--- config.mk ---
export PLATFORM = sky130hd
export DESIGN_NAME = countdown_timer
export DESIGN_NICKNAME = d
export VERILOG_FILES = /design/src/rtl/countdown_timer.sv
export SDC_FILE = /design/constraint.sdc
export NUM_CORES = 1
export LEC_CHECK = 0
export ABC_AREA = 1
export CAP_MARGIN = 30
export CORE_AREA = 2 2 46 43
export CTS_BUF_LIST = sky130_fd_sc_hd__clkbuf_4
export DETAILED_ROUTE_END_ITERATION = 8
export DIE_AREA = 0 0 48 45
export GPL_TIMING_DRIVEN = 0
export MAX_ROUTING_LAYER = met4
export PLACE_DENSITY = 0.73
export RECOVER_POWER = 25
export SYNTH_ARGS = -nofsm -noshare
export SYNTH_HDL_FRONTEND = slang
export SYNTH_SLANG_ARGS = --single-unit
export TNS_END_PERCENT = 10
--- constraint.sdc ---
create_clock -name clk -period 1.4 [get_ports clk]
set_clock_uncertainty 0.15 [all_clocks]
set_input_delay 0.28 -clock clk [delete_from_list [all_inputs] [get_ports clk]]
set_output_delay 0.28 -clock clk [all_outputs]
set_load 0.005 [all_outputs]
--- src/rtl/countdown_timer.sv ---
// Loadable down-counter with prescaler and optional auto-reload.
// Counts a programmed value down to zero, pulses tc on expiry and reports busy/done.
module countdown_timer #(
    parameter int WIDTH = 4,
    parameter int DIV   = 1
) (
    input  logic             clk,
    input  logic             reset,
    input  logic             load,
    input  logic [WIDTH-1:0] load_val,
    input  logic             start,
    input  logic             stop,
    input  logic             enable,
    input  logic             auto_reload,
    output logic [WIDTH-1:0] out,
    output logic             busy,
    output logic             tc,
    output logic             done
);

    localparam int                PSC_W   = (DIV > 1) ? $clog2(DIV) : 1;
    localparam logic [PSC_W-1:0]  PSC_MAX = PSC_W'(DIV - 1);

    typedef enum logic [1:0] {
        IDLE = 2'd0,
        RUN  = 2'd1,
        DONE = 2'd2
    } state_t;

    state_t           state, state_next;
    logic [WIDTH-1:0] reload_reg, reload_next;
    logic [WIDTH-1:0] out_next;
    logic [PSC_W-1:0] psc, psc_next;
    logic             tc_next;
    logic             tick;

    assign tick = (psc == PSC_MAX);

    // NOTE: sequential state uses non-blocking assignments only, so every register
    // samples the values of the previous cycle regardless of statement order.
    always_ff @(posedge clk) begin
        if (reset) begin
            state      <= IDLE;
            out        <= '0;
            reload_reg <= '0;
            psc        <= '0;
            tc         <= 1'b0;
        end else begin
            state      <= state_next;
            out        <= out_next;
            reload_reg <= reload_next;
            psc        <= psc_next;
            tc         <= tc_next;
        end
    end

    // NOTE: every signal assigned here gets a default first, so no path leaves it
    // unassigned and no latch is inferred.
    always_comb begin
        state_next  = state;
        out_next    = out;
        reload_next = reload_reg;
        psc_next    = psc;
        tc_next     = 1'b0;

        if (load) begin
            reload_next = load_val;
            out_next    = load_val;
            psc_next    = '0;
            state_next  = IDLE;
        end else if (stop && state == RUN) begin
            state_next = IDLE;
        end else if (start && state != RUN) begin
            out_next = reload_reg;
            psc_next = '0;
            if (reload_reg == '0) begin
                state_next = DONE;
                tc_next    = 1'b1;
            end else begin
                state_next = RUN;
            end
        end else if (state == RUN && enable) begin
            psc_next = tick ? '0 : psc + PSC_W'(1);
            if (tick) begin
                if (out > WIDTH'(1)) begin
                    out_next = out - WIDTH'(1);
                end else begin
                    // Expiry: reloading here keeps the period at reload_reg*DIV cycles.
                    tc_next = 1'b1;
                    if (auto_reload) begin
                        out_next = reload_reg;
                    end else begin
                        out_next   = '0;
                        state_next = DONE;
                    end
                end
            end
        end
    end

    always_comb begin
        busy = (state == RUN);
        done = (state == DONE);
    end

endmodule
* Word level (Yosys, flattened, before mapping)
Cells that the tools add are included.
Storage, ports and cells: register bits after elaboration 12
Operators by class: bitwise operators 1, add/subtract/negate cells 2, equality and inequality tests 8, magnitude comparators 1, mux-type cells 21, reductions and logical operators 11
Operators with widths (number):
- 4-bit 2-to-1 mux | 7
- 2-bit 2-to-1 mux | 6
- 1-bit 2-to-1 mux | 8
- 2-bit by 1-bit != test with 1-bit output, second input constant | 3
- 4-bit by 1-bit greater-than comparator with 1-bit output, second input constant | 1
- 4-bit logical NOT | 1
- 2-bit != test, second input constant | 2
- 4-bit AND reduction | 1
- 4-bit by 1-bit subtractor with 4-bit output, second input constant | 1
- 1-bit logical AND | 3
- 3-bit by 2-bit != test with 1-bit output, second input constant | 1
- 3-bit AND reduction | 1
- 3-bit nonzero test | 1
- 3-bit OR reduction | 1
- 2-bit by 1-bit == test with 1-bit output, second input constant | 1
- 2-bit == test, second input constant | 1
- 2-bit AND reduction | 1
- 2-bit nonzero test | 1
- 2-bit OR reduction | 1
- 1-bit adder, second input constant | 1
- 1-bit NOT | 1

* Depth between registers and ports, before layout
Gate-level depths: netlist of the first run.
word-level depth 7, depth in mapped cells 11

* Worst setup path before layout of the first run
No wires, ideal clock.
kind reg2reg, start point register out[0], end point register out[2], data required time 1.139 ns, setup time 0.111 ns, clock period less this slack 1.435 ns, arrival 1.173 ns, stages on the path, launching flop included 11, path buffers 0, slack -0.035 ns, cell sequence dfxtp_1 > inv_1 > ha_1 > inv_1 > nand2_1 > nand2_1 > nand2_4 > nand3_1 > nand2_1 > nor2_1 > nor2_1
On the way: word-level cells in the longest chain between the ends 7, elaborated cells on any way between the ends 8
RTL lines:
- start, declared | RTL line 15 | output logic [WIDTH-1:0] out,
- start signal, assigned | RTL line 50 | out <= out_next;
- 4-bit by 1-bit subtractor with 4-bit output or 4-bit by 1-bit greater-than comparator with 1-bit output (tied branches) | RTL line 86, 85
- 4-bit 2-to-1 mux * | RTL line 85 | if (out > WIDTH'(1)) begin
- 4-bit 2-to-1 mux * | RTL line 84 | if (tick) begin
- 4-bit 2-to-1 mux * | RTL line 82 | end else if (state == RUN && enable) begin
- 4-bit 2-to-1 mux * | RTL line 73 | end else if (start && state != RUN) begin
- 4-bit 2-to-1 mux * | RTL line 71 | end else if (stop && state == RUN) begin
- 4-bit 2-to-1 mux * | RTL line 66 | if (load) begin
Mark *: on every way between the ends. The rest lies on a longest branch, timed or not. The select of a mux whose other input is x is not followed. A chain may end at the register's enable or synchronous reset.

* Final worst setup path of the first run
Same ends and word-level chain as after synthesis.

==> flow_summary.ini, run 1 <==
[run_status]
status = finished, violations left
violations = setup timing

[setup_path]
cp_max_fo = 5
cp.arrival_ns = 1.48
cp_slowest_stage_delay_ns = 0.38
r2r_start = out[0]$_SDFFE_PP0P_
r2r-end = out[2]$_SDFFE_PP0P_
worstSetupEndpointType = flip-flop
critPathKind = flip-flop to flip-flop
startpoint_type = flip-flop
crit_path_start = out[0]$_SDFFE_PP0P_
reg2reg_slack_ns = -0.01
cp.required_ns = 1.46
crit_chain = inv_4 > ha_4 > inv_2 > nand2_2 > nand2_4 > nand2_4 > nor2_4 > nand2_1 > nand2_1 > nor2_2 > nor2_1
cp_slowest_cell = dfxtp_4
rr_worst_depth = 11

[placement]
dp_cells = 152
dpl_worst_slack_ns = -0.246
placed_area_um2 = 902
numPortBuffers = 17
gp_congestion = 0.877
hpwlAfterDp_mm = 1.18

[power]
ir_worst_vdd_mv = 0.635
clkPwrFrac_pct = 27.6
p_sw_share_pct = 32.0
pwr-share-comb_pct = 31.9
p_leak_nw = 0.497
switching_power_mw = 0.283
power_frac_seq_pct = 40.5
power_density_nw_per_um2 = 886
power.internal_mw = 0.602

[timing]
hold_violations = 0
fmax_mhz = 709
fin_ws_ns = -0.0110
rsz0062_at_grt = true
period_needed_ns = 1.41
finalSetupTns_ns = -0.0110
post-route-period-util_pct = 101
slew_viol_final = 0
finalSetupViolations = 1
maxSlewHeadroom_pct = 80.4
worstMarginPinSlew_ns = 0.293

[global_routing]
grt_pass1_vias = 617
grt_antenna_before_repair = 0
grt_max_degree = 11
grt_pass1_wl_mm = 2.57
grtUsageTotal_pct = 17.4
grt.overflow.total = 0

[floorplanning]
core_um2 = 1660
rows = 14
pin_count = 18
start_util_pct = 42.0
die_x_um = 48
dieHeight_um = 45
die_area_um2 = 2160

[clock_network]
cts-root-buf = clkbuf_4
cts.clk_slew.worst_paths_ns = 0.07
cts_tree = done
clockBufferDepth = 2
cts_sinks = 11
cts_buffers = 3
worstSkewPairLatency_ns = 0.28
cts_max_level = 1

[synth]
syn-num-nets = 124
synth_seq_cells = 11
synthDistinctLibCells = 17
ys_seq_area_share_pct = 31.5
synth.avg_cell_area_um2 = 6.30
yosysWarnings = 0
syn_inst = 111
syn-cell-area_um2 = 699

[routing]
num_vias = 719
drtAntennaViolNets = 0
via_per_inst = 4.52
drt-initial-drc-count = 11
drcViolationCount = 0
wire_per_inst_um = 9.36
wl_mm = 1.49
drt-pass1-iter-count = 4

[layout]
synthToLayoutAreaGrowth_pct = 42.8
drive_gt1_share_pct = 24.4
diodes = 0
mostFrequentLayoutCell = nand2_1
final_cell_mix = nand2_1, nor2_1, inv_1, nand3_1, clkdlybuf4s50_1
fin_nets = 149
final_cells = 159
final_area_um2 = 998

[worst_hold_path]
hp-class = flip-flop to flip-flop
min_path_cells = 2
hold_path_end = reload_reg[0]$_SDFFE_PP0P_
hp-start = reload_reg[0]$_SDFFE_PP0P_

[run]
max_cap_viol_count = 0
worst max-delay path, delay by kind of cell, from the launching register on:
family / cells / cell delay [ns]
adder cells (fa/ha/maj): 1 / 0.15
buffers and inverters: 2 / 0.08
flip-flops: 1 / 0.38
AND/OR/NAND/NOR: 8 / 0.57
final cells by class:
cell class                 instances  area [um^2]
sequential                        11          230
timing repair buffer              20          176
fill                             158          666
clock buffer                       4         30.0
buffer                             1         7.51
tap                               24         30.0
inverter                          20         85.1
multi-input combinational         79          439
logic make-up after synthesis:
logic type	Yosys count	share of synthesized area, %
and+or+nand+nor	69	46.2
AOI/OAI and AO/OA	7	5.72
xor gates and xnor gates	1	1.25
adders and majority gates	2	3.58
buffers and inverters	21	11.8
DFF	11	31.5
power by group through the flow:
stage | combinational (mW) | clock [mW] | sequential, mW
2_1_floorplan | 0.156 | 0 | 0.357
3_3_place_gp | 0.244 | 0 | 0.356
3_5_place_dp | 0.247 | 0 | 0.357
4_1_cts | 0.243 | 0.248 | 0.353
5_1_grt | 0.319 | 0.268 | 0.362
6_report | 0.283 | 0.244 | 0.358
routing by layer:
metal  up-vias  wire length [um]  global-route usage, %
met1       304               685                   22.1
met5         -                 0                      -
met3         3               103                   7.20
li1        397                 -                      -
met2        15               682                   25.3
met4         0                17                   4.86
cells in the mapped netlist (all sizes together):
master | instances | area (um^2)
xor2 | 1 | 8.76
ha | 2 | 25.0
a21oi | 2 | 10.0
nand3 | 15 | 85.1
a31oi | 1 | 6.26
o21ai | 3 | 15.0
dfxtp | 11 | 220
nand2 | 33 | 141
inv | 20 | 75.1
nor2 | 17 | 71.3
buf | 1 | 7.51
a2bb2oi | 1 | 8.76
nand4 | 4 | 25.0
worst max-delay path by stage:
stage                                       end  slack (ns)  cells past startpoint
final                       out[2]$_SDFFE_PP0P_       -0.01                     11
after CTS                   out[2]$_SDFFE_PP0P_       -0.04                     11
after floorplan             out[2]$_SDFFE_PP0P_       0.008                     10
after detailed placement  state[1]$_SDFFE_PP0P_       -0.25                      5
after global placement    state[1]$_SDFFE_PP0P_       -0.24                      5
after global routing        out[2]$_SDFFE_PP0P_       -0.14                     11
what timing repair did:
item                       in CTS  in global routing
buffers inserted                0                  3
setup endpoints to repair      14                  9
gates resized for setup        20                 17
pin swaps                       0                  7
hold buffers                    0                  0
metrics by stage:
step / utilization [%] / power (mW) / hold slack [ns]
CTS: 56.5 / 0.844 / 0.321
global route: 60.0 / 0.948 / 0.362
detailed placement: 54.2 / 0.604 / 0.304
finish: 60.0 / 0.885 / 0.317
floorplan: - / 0.513 / 0.199
global placement: 54.2 / 0.600 / 0.297
Note: power is estimated with default switching activity, not from simulation.
==> run 2, diff against run 1 <==
- ABC_AREA: 1 -> unset
- CAP_MARGIN: 30 -> unset
- CORE_AREA: 2 2 46 43 -> 2 2 45 43
- DIE_AREA: 0 0 48 45 -> 0 0 47 45
- PLACE_DENSITY: 0.73 -> 0.72
==> run 2 against run 1 <==
The run still ends with setup timing left. Die area down 2.1%. Critical path depth fell by 5. Sequential share of layout area grew 1.0 points. Fmax shrank 18%. Register-to-register slack got worse by 0.30 ns. Wire length increased by 25%. Clock power increased by 3%. Count of clock-buffer cells in the layout did not move.
==> flow_summary.ini, run 2 <==
[clock_network]
clockBufferDepth = 2
cts_tree = done
cts.clk_slew.worst_paths_ns = 0.07
worstSkewPairLatency_ns = 0.28
cts-root-buf = clkbuf_4
cts_sinks = 11
cts_hold_buf = 0
cts_max_level = 1
cts_buffers = 3

[routing]
num_vias = 738
drt-pass1-iter-count = 4
drcViolationCount = 0
via_per_inst = 5.63
wl_mm = 1.86
wire_per_inst_um = 14.2
drt-initial-drc-count = 22
drtAntennaViolNets = 0

[synth]
synth_enable_flop_cells = 0
ys.flop_type = dfxtp_1
synthTopCellsByArea = dfxtp_1, nand2_1, a21oi_1
syn-cell-area_um2 = 672
synth.most_common_cell = nand2_1
synth_top_area_share_pct = 32.8
syn_inst = 84
synth_top_cell_by_area = dfxtp_1
yosys-top-cells-count = nand2_1, dfxtp_1, a21oi_1, nor2_1, inv_1
synth_seq_cells = 11
async_reset_ff_share_pct = 0
ys_seq_area_share_pct = 32.8
synthDistinctLibCells = 38
syn-num-nets = 97
synth.avg_cell_area_um2 = 8.00
yosysWarnings = 0

[placement]
placed_area_um2 = 902
hpwlAfterDp_mm = 1.33
gp_congestion = 0.858
numPortBuffers = 17

[timing]
fin_ws_ns = -0.314
hold_violations = 0
post-route-period-util_pct = 122
slew_viol_final = 0
period_needed_ns = 1.71
finalSetupViolations = 7
worstMarginPinSlew_ns = 0.417
maxSlewHeadroom_pct = 72.2
rsz0062_at_grt = true
fmax_mhz = 583

[layout]
mostFrequentLayoutCell = nand2_1
final_area_um2 = 977
final_util_pct = 60.6
n_fill_cell = 169
final_cell_mix = nand2_1, clkdlybuf4s50_1, a21oi_1, nor2_1, dfxtp_1
fin_nets = 121
drive_gt1_share_pct = 28.0
synthToLayoutAreaGrowth_pct = 45.4
diodes = 0

[global_routing]
grt.overflow.total = 0
grt_antenna_before_repair = 0
grt_pass1_vias = 659
grt_max_degree = 11
grtUsageTotal_pct = 21.4
grt_pass1_wl_mm = 2.96

[setup_path]
reg2reg_slack_ns = -0.31
cp.arrival_ns = 1.73
r2r_start = out[0]$_SDFFE_PP0P_
worstSetupEndpointType = flip-flop
startpoint_type = flip-flop
cp_max_fo = 4
r2r-end = out[0]$_SDFFE_PP0P_
rr_worst_depth = 6
cp.required_ns = 1.42
critPathKind = flip-flop to flip-flop

[worst_hold_path]
hp-start = reload_reg[2]$_SDFFE_PP0P_
min_path_cells = 2
hold_path_end = reload_reg[2]$_SDFFE_PP0P_
hp-class = flip-flop to flip-flop

[floorplanning]
pin_count = 18
core_um2 = 1610
die_area_um2 = 2120
die_x_um = 47
dieHeight_um = 45
rows = 14
start_util_pct = 41.7

[power]
p_leak_nw = 0.412
ir_worst_vdd_mv = 0.507
power_density_nw_per_um2 = 868
finalPower_mw = 0.848

[run_status]
violations = setup timing
status = finished, violations left

[run]
max_cap_viol_count = 0
## run 2: cell count changes after synthesis, sizes merged, moves of 3 or more
cell	previous run	this run
a22o	0	3
nor2	17	7
nand4	4	0
inv	20	6
nand2	33	12
nor3	0	3
nand3	15	1
a21oi	2	8
## run 2: worst max path at each step
stage | start | depth (start not counted) | slack, ns | to
final | out[0]$_SDFFE_PP0P_ | 6 | -0.31 | out[0]$_SDFFE_PP0P_
after global routing | out[0]$_SDFFE_PP0P_ | 6 | -0.36 | out[0]$_SDFFE_PP0P_
after CTS | out[0]$_SDFFE_PP0P_ | 6 | -0.31 | out[0]$_SDFFE_PP0P_
after detailed placement | stop | 5 | -0.54 | out[0]$_SDFFE_PP0P_
after global placement | stop | 5 | -0.53 | out[0]$_SDFFE_PP0P_
after floorplan | out[0]$_SDFFE_PP0P_ | 6 | -0.24 | out[0]$_SDFFE_PP0P_
## run 2: repair_timing
action | in CTS | in global routing
pin swaps | 2 | 0
setup endpoints to repair | 14 | 10
buffers inserted | 2 | 0
gates resized for setup | 24 | 4
## run 2: per-stage QoR
stage / hold slack, ns / setup WS [ns] / TNS (ns) / instances
after floorplan: 0.275 / -0.235 / -0.736 / 84
final: 0.340 / -0.314 / -1.36 / 131
after global routing: 0.360 / -0.361 / -1.92 / 131
after detailed placement: 0.318 / -0.537 / -3.60 / 125
after CTS: 0.330 / -0.310 / -1.57 / 131
after global placement: 0.311 / -0.527 / -3.43 / 125
## run 2: cell type report
type | count | area (um^2) | share of cell area (%)
well taps | 24 | 30.0 | 3.07
clock buffers | 4 | 30.0 | 3.07
inverters | 6 | 25.0 | 2.56
repair buffers | 19 | 180 | 18.4
flip-flops and latches | 11 | 235 | 24.1
plain buffers | 2 | 8.76 | 0.896
multi-input cells | 65 | 468 | 47.9
## run 2: per-layer routing
metal / wire length [um] / vias up / track usage, %
met1: 774 / 324 / 25.5
met5: 0 / - / -
met4: 78 / 0 / 13.3
li1: - / 361 / -
met2: 846 / 40 / 31.8
met3: 161 / 13 / 5.20
## run 2: worst max-delay path, stage by stage (launching register included)
cell     delay [ns]
dfxtp_4        0.38
inv_2          0.05
ha_4           0.15
or2_4          0.24
a32o_2         0.28
a22o_1         0.18
a22o_1         0.18
## run 2: where the power goes
part           internal, mW  switching (mW)  leakage [nW]
Sequential            0.334          0.0265        0.0937
Combinational         0.118           0.117         0.300
Clock                 0.130           0.122        0.0184
Total                 0.582           0.266         0.412
## run 2: cell families after synthesis
group / synth area share [%]
AND/OR/NAND/NOR: 28.5
AO/OA/AOI/OAI: 30.4
flip-flops: 32.8
buffers and inverters: 4.65
adder cells (fa/ha/maj): 3.72
